### config.mk
export PLATFORM = sky130hd
export DESIGN_NAME = gpio_blink_monitor
export DESIGN_NICKNAME = d
export VERILOG_FILES = /design/src/rtl/gpio_blink_mon_pkg.sv /design/src/rtl/gpio_blink_chan.sv /design/src/rtl/gpio_blink_monitor.sv
export SDC_FILE = /design/constraint.sdc
export NUM_CORES = 1
export LEC_CHECK = 0
export CAP_MARGIN = 20
export CORE_MARGIN = 8
export CORE_UTILIZATION = 62
export CTS_BUF_LIST = sky130_fd_sc_hd__clkbuf_2 sky130_fd_sc_hd__clkbuf_4 sky130_fd_sc_hd__clkbuf_8
export DETAILED_ROUTE_END_ITERATION = 12
export GPL_ROUTABILITY_DRIVEN = 0
export PLACE_DENSITY = 0.95
export SLEW_MARGIN = 20
export SYNTH_ARGS = -nofsm -noshare
export SYNTH_HDL_FRONTEND = slang
export SYNTH_HIERARCHICAL = 1
export SYNTH_SLANG_ARGS = --single-unit
### constraint.sdc
create_clock -name core_clk -period 3.7 [get_ports core_clk]
set_input_delay 0.74 -clock core_clk [delete_from_list [all_inputs] [get_ports core_clk]]
set_output_delay 0.74 -clock core_clk [all_outputs]
set_load 0.02 [all_outputs]
### src/rtl/gpio_blink_mon_pkg.sv
// gpio_blink_mon_pkg
// Shared definitions for the GPIO blink monitor: the run-control FSM state
// encoding and the default widths used by the top and the channel slices.
// No ports.
// GPIO_BLINK_MON_DEGLITCH_EN (optional) enables the per-channel deglitch filter.

package gpio_blink_mon_pkg;

  typedef enum logic [1:0] {
    IDLE = 2'd0,
    RUN  = 2'd1,
    PASS = 2'd2,
    FAIL = 2'd3
  } mon_state_t;

  localparam int DEF_N_CH   = 8;
  localparam int DEF_CNT_W  = 8;
  localparam int DEF_TO_W   = 24;
  localparam int DEF_DG_CYC = 4;

endpackage

### src/rtl/gpio_blink_chan.sv
// gpio_blink_chan
// One monitored pad: 2-flop synchronizer, optional deglitch filter, edge
// detect, "seen-high" flag and a saturating blink counter.
// Ports:
//   core_clk, core_rstn : clock, asynchronous active-low reset
//   gpio_in             : raw pad level (asynchronous)
//   run_en              : counting window (FSM in RUN)
//   clr                 : synchronous zeroing of counter and seen-high flag
//   target_count        : blinks required
//   blink_cnt           : saturating count of complete high-then-low pulses
//   reached             : blink_cnt >= target_count
// GPIO_BLINK_MON_DEGLITCH_EN defined: the synchronized level must hold a new
// value for DG_CYC consecutive cycles before it is passed on.

module gpio_blink_chan
  import gpio_blink_mon_pkg::*;
#(
  parameter int CNT_W  = DEF_CNT_W
`ifdef GPIO_BLINK_MON_DEGLITCH_EN
  ,
  parameter int DG_CYC = DEF_DG_CYC
`endif
) (
  input  logic             core_clk,
  input  logic             core_rstn,
  input  logic             gpio_in,
  input  logic             run_en,
  input  logic             clr,
  input  logic [CNT_W-1:0] target_count,
  output logic [CNT_W-1:0] blink_cnt,
  output logic             reached
);

  logic [1:0] sync_q;
  logic       level;
  logic       prev_q;
  logic       seen_high_q;
  logic       rise;
  logic       fall;

  // Two-flop synchronizer; sync_q[1] is the first metastability-safe sample.
  always_ff @(posedge core_clk or negedge core_rstn) begin
    if (!core_rstn) begin
      sync_q <= 2'b00;
    end else begin
      sync_q <= {sync_q[0], gpio_in};
    end
  end

`ifdef GPIO_BLINK_MON_DEGLITCH_EN
  localparam int DGW = $clog2(DG_CYC + 1);

  logic [DGW-1:0] dg_cnt_q;
  logic           filt_q;

  // The filtered level follows the synchronized level only after it has
  // disagreed for DG_CYC consecutive samples; any return to agreement
  // restarts the count, so shorter pulses vanish.
  always_ff @(posedge core_clk or negedge core_rstn) begin
    if (!core_rstn) begin
      dg_cnt_q <= '0;
      filt_q   <= 1'b0;
    end else if (sync_q[1] == filt_q) begin
      dg_cnt_q <= '0;
    end else if (dg_cnt_q == DGW'(DG_CYC - 1)) begin
      dg_cnt_q <= '0;
      filt_q   <= sync_q[1];
    end else begin
      dg_cnt_q <= dg_cnt_q + 1'b1;
    end
  end

  assign level = filt_q;
`else
  assign level = sync_q[1];
`endif

  // prev tracks the level continuously so edges right at the start of a run
  // are judged against the true previous level.
  always_ff @(posedge core_clk or negedge core_rstn) begin
    if (!core_rstn) begin
      prev_q <= 1'b0;
    end else begin
      prev_q <= level;
    end
  end

  assign rise = level & ~prev_q;
  assign fall = ~level & prev_q;

  // A fall only counts once a rise has been observed in this run, so a pad
  // that is already high when the run starts does not yield a half pulse.
  always_ff @(posedge core_clk or negedge core_rstn) begin
    if (!core_rstn) begin
      seen_high_q <= 1'b0;
    end else if (clr) begin
      seen_high_q <= 1'b0;
    end else if (run_en && rise) begin
      seen_high_q <= 1'b1;
    end
  end

  // Saturating blink counter, active only inside the run window.
  always_ff @(posedge core_clk or negedge core_rstn) begin
    if (!core_rstn) begin
      blink_cnt <= '0;
    end else if (clr) begin
      blink_cnt <= '0;
    end else if (run_en && fall && seen_high_q && !(&blink_cnt)) begin
      blink_cnt <= blink_cnt + 1'b1;
    end
  end

  assign reached = (blink_cnt >= target_count);

endmodule

### src/rtl/gpio_blink_monitor.sv
// gpio_blink_monitor
// Multi-channel blink checker: counts complete high-then-low pulses on each
// pad and declares pass once the masked channels reach target_count, or fail
// on timeout / empty mask.
// Ports:
//   core_clk, core_rstn : clock, asynchronous active-low reset
//   gpio_in[N_CH]       : raw pad levels (asynchronous)
//   chan_mask[N_CH]     : channels that take part in the decision
//   start               : begin a run (IDLE only)
//   clear               : return to IDLE from any state, beats start
//   target_count        : blinks required per channel
//   timeout_cycles      : run length limit, 0 = unlimited
//   busy / pass / fail  : FSM in RUN / PASS / FAIL
//   blink_cnt           : per-channel counts, channel i at [i*CNT_W +: CNT_W]
// GPIO_BLINK_MON_DEGLITCH_EN defined: per-channel deglitch filter of DG_CYC
// cycles, adding DG_CYC cycles of latency.

module gpio_blink_monitor
  import gpio_blink_mon_pkg::*;
#(
  parameter int N_CH   = DEF_N_CH,
  parameter int CNT_W  = DEF_CNT_W,
  parameter int TO_W   = DEF_TO_W,
  parameter int ALL_CH = 1,
  parameter int DG_CYC = DEF_DG_CYC
) (
  input  logic                  core_clk,
  input  logic                  core_rstn,
  input  logic [N_CH-1:0]       gpio_in,
  input  logic [N_CH-1:0]       chan_mask,
  input  logic                  start,
  input  logic                  clear,
  input  logic [CNT_W-1:0]      target_count,
  input  logic [TO_W-1:0]       timeout_cycles,
  output logic                  busy,
  output logic                  pass,
  output logic                  fail,
  output logic [N_CH*CNT_W-1:0] blink_cnt
);

  mon_state_t      state_q;
  mon_state_t      state_d;
  logic [TO_W-1:0] to_cnt_q;
  logic [N_CH-1:0] reached;
  logic            run_en;
  logic            launch;
  logic            chan_clr;
  logic            any_hit;
  logic            all_hit;
  logic            reach;
  logic            timeout_hit;

  if (N_CH < 1 || N_CH > 38 || DG_CYC < 1) begin : g_bad_param
    $error("gpio_blink_monitor: N_CH must be 1..38 and DG_CYC at least 1");
  end

  assign run_en   = (state_q == RUN);
  assign launch   = start && !clear && (state_q == IDLE);
  assign chan_clr = clear || launch;

  for (genvar i = 0; i < N_CH; i++) begin : g_chan
    gpio_blink_chan #(
      .CNT_W  (CNT_W)
`ifdef GPIO_BLINK_MON_DEGLITCH_EN
      ,
      .DG_CYC (DG_CYC)
`endif
    ) u_chan (
      .core_clk     (core_clk),
      .core_rstn    (core_rstn),
      .gpio_in      (gpio_in[i]),
      .run_en       (run_en),
      .clr          (chan_clr),
      .target_count (target_count),
      .blink_cnt    (blink_cnt[i*CNT_W +: CNT_W]),
      .reached      (reached[i])
    );
  end

  // Unmasked channels are forced true for the "all" reduction and false for
  // the "any" reduction; an empty mask never counts as reached.
  assign any_hit = |(reached & chan_mask);
  assign all_hit = (&(reached | ~chan_mask)) && (|chan_mask);
  assign reach   = (ALL_CH != 0) ? all_hit : any_hit;

  // The counter holds the number of completed RUN cycles, so comparing with
  // timeout_cycles-1 makes the FSM leave RUN exactly timeout_cycles edges
  // after entering it.
  assign timeout_hit = (timeout_cycles != '0) &&
                       (to_cnt_q == (timeout_cycles - TO_W'(1)));

  // Timeout counter: zeroed at launch/clear, saturating count of RUN cycles.
  always_ff @(posedge core_clk or negedge core_rstn) begin
    if (!core_rstn) begin
      to_cnt_q <= '0;
    end else if (chan_clr) begin
      to_cnt_q <= '0;
    end else if (run_en && !(&to_cnt_q)) begin
      to_cnt_q <= to_cnt_q + 1'b1;
    end
  end

  always_ff @(posedge core_clk or negedge core_rstn) begin
    if (!core_rstn) begin
      state_q <= IDLE;
    end else begin
      state_q <= state_d;
    end
  end

  // Next state and Moore outputs. Reach is tested before timeout so that a
  // coincident reach wins; PASS and FAIL hold until clear.
  always_comb begin
    state_d = state_q;
    busy    = 1'b0;
    pass    = 1'b0;
    fail    = 1'b0;
    case (state_q)
      IDLE: begin
        if (launch) state_d = RUN;
      end
      RUN: begin
        busy = 1'b1;
        if (reach) begin
          state_d = PASS;
        end else if (chan_mask == '0) begin
          state_d = FAIL;
        end else if (timeout_hit) begin
          state_d = FAIL;
        end
      end
      PASS: pass = 1'b1;
      FAIL: fail = 1'b1;
      default: state_d = IDLE;
    endcase
    if (clear) state_d = IDLE;
  end

endmodule
After elaboration in Yosys (flattened, before gate mapping)

Cells that the tools add are included.

Bitwise logic cells: 34
Reductions and logical operators: 81
Eq/ne operators: 6
Muxes and demuxes: 43
$mul: 0
Divide/modulo/power cells: 0
Order comparisons: 8
$add $sub $neg: 10
Shift operators: 0

Operators by type and width:

| operator                                                             | number |
|---|---|
| 8-bit two-way mux                                                    | 16 |
| 8-bit AND reduction                                                  | 9 |
| 8-bit by 1-bit adder with 8-bit output, second input constant        | 8 |
| 8-bit >= comparator                                                  | 8 |
| 24-bit two-way mux                                                   | 2 |
| 1-bit logical AND                                                    | 37 |
| 2-bit nonzero test                                                   | 17 |
| 24-bit by 1-bit adder with 24-bit output, second input constant      | 1 |
| 24-bit equality test                                                 | 1 |
| 24-bit AND reduction                                                 | 1 |
| 24-bit nonzero test                                                  | 1 |
| 24-bit by 1-bit subtractor with 24-bit output, second input constant | 1 |
| 1-bit two-way mux                                                    | 19 |
| 1-bit AND                                                            | 16 |
| 1-bit NOT                                                            | 16 |
| 1-bit logical NOT                                                    | 10 |
| 2-bit two-way mux                                                    | 5 |
| 8-bit logical NOT                                                    | 1 |
| 8-bit NOT                                                            | 1 |
| 8-bit bitwise OR                                                     | 1 |
| 8-bit OR reduction                                                   | 1 |
| 5-bit != test, second input constant                                 | 1 |
| 2-bit equality test, second input constant                           | 2 |
| 2-bit case mux with 2 select lines                                   | 1 |
| 6 further kinds                                                      | 6 |

Input bits: 52
Memories: 0
Output and inout bits: 67
RAM bits: 0
Logic and storage cells: 216
Register bits after elaboration: 122
Memory bits (read-only): 0
Latch bits: 0

Logic depth before layout (Yosys ltp)

Word-level depth: 8
Gate-level depth with buffers: 11
Gate-level depth less buffers: 11

Modules after synthesis

The synthesis kept the hierarchy.

Modules (own cells, without submodules):

| module                                  | instances | cells an instance | area each (sq um) |
|---|---|---|---|
| gpio_blink_chan at g_chan[0].u_chan ... | 7         | 83                | 764.5 |
| gpio_blink_monitor                      | 1         | 288               | 2321.0 |
| gpio_blink_chan at g_chan[6].u_chan     | 1         | 84                | 777.0 |

Worst setup path before layout

OpenSTA, ideal clock, no wires.

Path type: input -> register
From: input port timeout_cycles[0]
To: register state_q[1]
Stages: 9
Arrival: 2.457 ns
Setup time: 0.120 ns
Setup slack: 1.122 ns
Cell sequence: inv_1 -> ha_1 -> or4b_4 -> nor3_4 -> and3_4 -> mux2_1 -> mux2i_1 -> o21ai_0 -> a41o_1

Cells in the longest elaborated chain, start to end: 5

RTL lines:

| item                                          | line                      | text |
|---|---|---|
| start: declaration                            | gpio_blink_monitor.sv:34  | `input logic [TO_W-1:0] timeout_cycles,` |
| 24-bit by 1-bit subtractor with 24-bit output | gpio_blink_monitor.sv:90  | `(to_cnt_q == (timeout_cycles - TO_W'(1)));` |
| 24-bit equality test                          | gpio_blink_monitor.sv:90  |  |
| 1-bit logical AND *                           | gpio_blink_monitor.sv:89  | `assign timeout_hit = (timeout_cycles != '0) &&` |
| 5-bit != test (no line) *                     | --                        |  |
| 3-bit AND reduction (no line) *               | --                        |  |
| end signal: assignment                        | gpio_blink_monitor.sv:107 | `state_q <= state_d;` |
| end: declaration                              | gpio_blink_monitor.sv:41  | `mon_state_t state_q;` |

Every way passes the cells marked *; elsewhere a longest branch is shown, timed or not.
A chain may end at the register's enable or synchronous reset.

Worst setup path in the final report

From: register state_q[1]
To: output port busy

Cells in the longest elaborated chain, start to end: 2

RTL lines:

| item                                           | line                      | text |
|---|---|---|
| 2-bit by 1-bit equality test with 1-bit output | gpio_blink_monitor.sv:118 | `case (state_q)` |
| 1-bit two-way mux                              | gpio_blink_monitor.sv:118 |  |
| end: declaration                               | gpio_blink_monitor.sv:35  | `output logic busy,` |

No other way between the ends.

==> impl_metrics.yaml <==
logic_synthesis:
  synth_area_sq_um: 8450
  yosysTopAreaCellShare: 0.361
  synth_seq_cells: 122
  synth_top_cell_by_area: "dfrtp_1"
  syn_avg_cell_area_sq_um: 8.87
  synth.yosys.seq_area_share: 0.361
  synth_ff_type: "dfrtp_1"
  synth_warnings: 6
  synth_edf_count: 0
  synth_common_cells: "dfrtp_1 (122), nor2_1 (93), inv_1 (89), ha_1 (74), nand2_1 (67)"
  post-synth-top-count-cell: "dfrtp_1"
  postSynth.asyncResetShare: 1.00
  synthesis.nets: 1079
  syn_inst: 953
  synth_area_leaders: "dfrtp_1 (36%), ha_1 (11%), nor2_1 (4.1%)"
  ys_types: 57
global_route:
  overflow: 0
  antenna_found_initial: 0
  grt_usage: 0.257
  grt_first_pass_wirelength_mm: 37.6
  grt_max_degree: 54
  first_global_vias: 7711
route:
  first_pass_iters: 6
  drt_iter0_markers: 763
  drcViolationCount: 0
  drt-total-wl_mm: 22.4
  post_drt_via_cell_ratio: 6.28
  postRouteAntennaNets: 0
  dr_total_vias: 7847
  wire_per_inst_um: 17.9
setup_path:
  path_cells: "nand2b_1 -> inv_1 -> clkdlybuf4s50_1"
  critPathKind: "flop to output port"
  slowest_stage: "clkdlybuf4s50_1"
  cp.required_ps: 2960
  path_depth: 3
  worst_setup_path_end_kind: "output port"
  critical-path-max-stage-delay_ps: 740
  cp_max_fo: 14
  critPathArrivalTime_ps: 2350
  crit_family: "buffers and inverters"
  cp_num_buf_inv: 2
  worstRegToRegCells: 7
  startpoint_type: "flop"
sta:
  drv_slew: 0
  skew_ps: 11.0
  final.period_utilization: 0.836
  finalHoldViolations: 0
  tns_ps: 0
  rsz0062_at_grt: "no"
  fmax_mhz: 323
  min_period_ps: 3090
  max_slew.worst_pin.slew_ps: 692
  setup_viol: 0
  relSlewSlack: 0.539
final_layout:
  drive_gt1_frac: 0.0587
  diodes: 0
  num-nets-final: 1187
  fin_util: 0.758
  syn_to_final_growth_pct: 19.2
  n_fill_cell: 865
  fin_area_sq_um: 10100
clock_tree:
  ctsResizeCount: 0
  htree_levels: 4
  cts_root_buf: "clkbuf_8"
  hold_buffers: 0
  cts_setup_buffers: 0
  clock_latency_ps: 450
  clockBufferDepth: 2
  clock-sinks: 122
  cts_tree: "built"
  clkTransAtPathRegs_ps: 80
  numCtsBuffers: 17
floorplanning:
  die_area_sq_um: 17600
  ioPinCount: 119
  num_rows: 42
  core_sq_um: 13300
  die_w_um: 133
  initial_core_util: 0.636
  die_h_um: 133
power:
  ir_worst_vdd_uv: 300
  power.density_nw_per_um2: 290
  leakagePower_uw: 0.00469
job:
  max_cap_viol_count: 0
placed_design:
  place_area_sq_um: 9650
  io_buffer_count: 118
  hpwl_mm: 15.8
outcome:
  status: "completed"
hold_path:
  hp-class: "input port to asynchronous set/reset pin"
[metrics by stage]
stage,power [uW],cells,hold WS [ps],setup WS (ps)
floorplan,1520,953,331,1120
global placement,1660,1218,332,344
detailed placement,1670,1218,335,307
CTS,2920,1250,351,635
global route,3020,1250,363,525
finish,2920,1250,327,608
[sequential cells by signal, indices dropped and copies added, names as in the netlist]
name,count
g_chan.u_chan/blink_cnt,64
g_chan.u_chan/seen_high_q,8
to_cnt_q,24
g_chan.u_chan/sync_q,16
state_q,2
g_chan.u_chan/prev_q,8
[cells by family (layout without fill, tap and decap cells)]
kind of cell    after synthesis  in the layout  synth area share
fa+ha+maj                    74             74             0.110
simple gates                373            373             0.239
mux                          30             30            0.0360
buf+inv                     124            245            0.0721
xor+xnor                     55             55            0.0570
compound gates              175            175             0.125
flops                       122            122             0.361
[report_power, final]
group / switching, uW / internal (uW) / total, uW / leakage, uW
Sequential: 11.6 / 1350 / 1360 / 0.00165
Combinational: 168 / 116 / 284 / 0.00284
Clock: 558 / 714 / 1270 / 0.000209
[per-layer routing]
layer / global-route usage / vias to the layer above / wire length, um
li1: - / 3593 / -
met1: 0.309 / 3758 / 8860
met2: 0.431 / 429 / 10800
met3: 0.0659 / 67 / 2050
met4: 0.102 / 0 / 646
met5: 0 / - / 0
[final timing paths]
| kind | startpoint | endpoint | slack (ps) |
|---|---|---|---|
| setup / recovery | state_q[1]$_DFFE_PN0P_ | busy | 610 |
| hold / removal | core_rstn | g_chan[5].u_chan/seen_high_q$_DFFE_PN0P_ | 330 |
| setup reg to reg | state_q[1]$_DFFE_PN0P_ | g_chan[0].u_chan/blink_cnt[7]$_DFFE_PN0P_ | 1020 |
| hold reg to reg | g_chan[4].u_chan/sync_q[0]$_DFF_PN0_ | g_chan[4].u_chan/sync_q[1]$_DFF_PN0_ | 350 |
| max in group asynchronous | core_rstn | to_cnt_q[5]$_DFFE_PN0P_ | 2640 |
| min in group core_clk | g_chan[4].u_chan/sync_q[0]$_DFF_PN0_ | g_chan[4].u_chan/sync_q[1]$_DFF_PN0_ | 350 |
[cell type report]
class | instances | area, sq um | area share
Clock inverter | 11 | 145 | 0.0144
Timing Repair Buffer | 124 | 1250 | 0.124
Sequential cell | 122 | 3050 | 0.303
Multi-Input combinational cell | 707 | 4790 | 0.476
Clock buffer | 21 | 277 | 0.0275
Inverter | 89 | 334 | 0.0332
Tap cell | 176 | 220 | 0.0219
[cell usage in the layout (no fill, tap or decap), types with 3 or more instances in the layout]
cell / Yosys / layout
a211oi_1: 8 / 8
a21o_1: 24 / 24
a21oi_1: 60 / 60
a31oi_1: 18 / 18
and2_1: 7 / 7
and3_1: 12 / 12
and3_2: 7 / 7
and4b_1: 8 / 8
buf_4: 0 / 5
bufinv_16: 0 / 3
clkbuf_8: 0 / 19
clkdlybuf4s50_1: 0 / 117
clkinv_2: 0 / 3
clkinvlp_4: 0 / 3
dfrtp_1: 122 / 122
ha_1: 74 / 74
inv_1: 89 / 89
mux2i_1: 27 / 27
nand2_1: 67 / 67
nand2b_1: 20 / 19
nand3_1: 43 / 43
nand4_1: 32 / 32
nor2_1: 93 / 93
nor2b_1: 3 / 3
nor3_1: 28 / 28
nor4_1: 8 / 8
nor4_2: 3 / 3
o21ai_0: 31 / 31
o21ai_1: 6 / 6
o22ai_1: 4 / 4
o31ai_1: 17 / 17
or3_1: 5 / 5
or4_1: 16 / 16
xnor2_1: 38 / 38
xor2_1: 17 / 17
(Power assumes the default switching activity.)
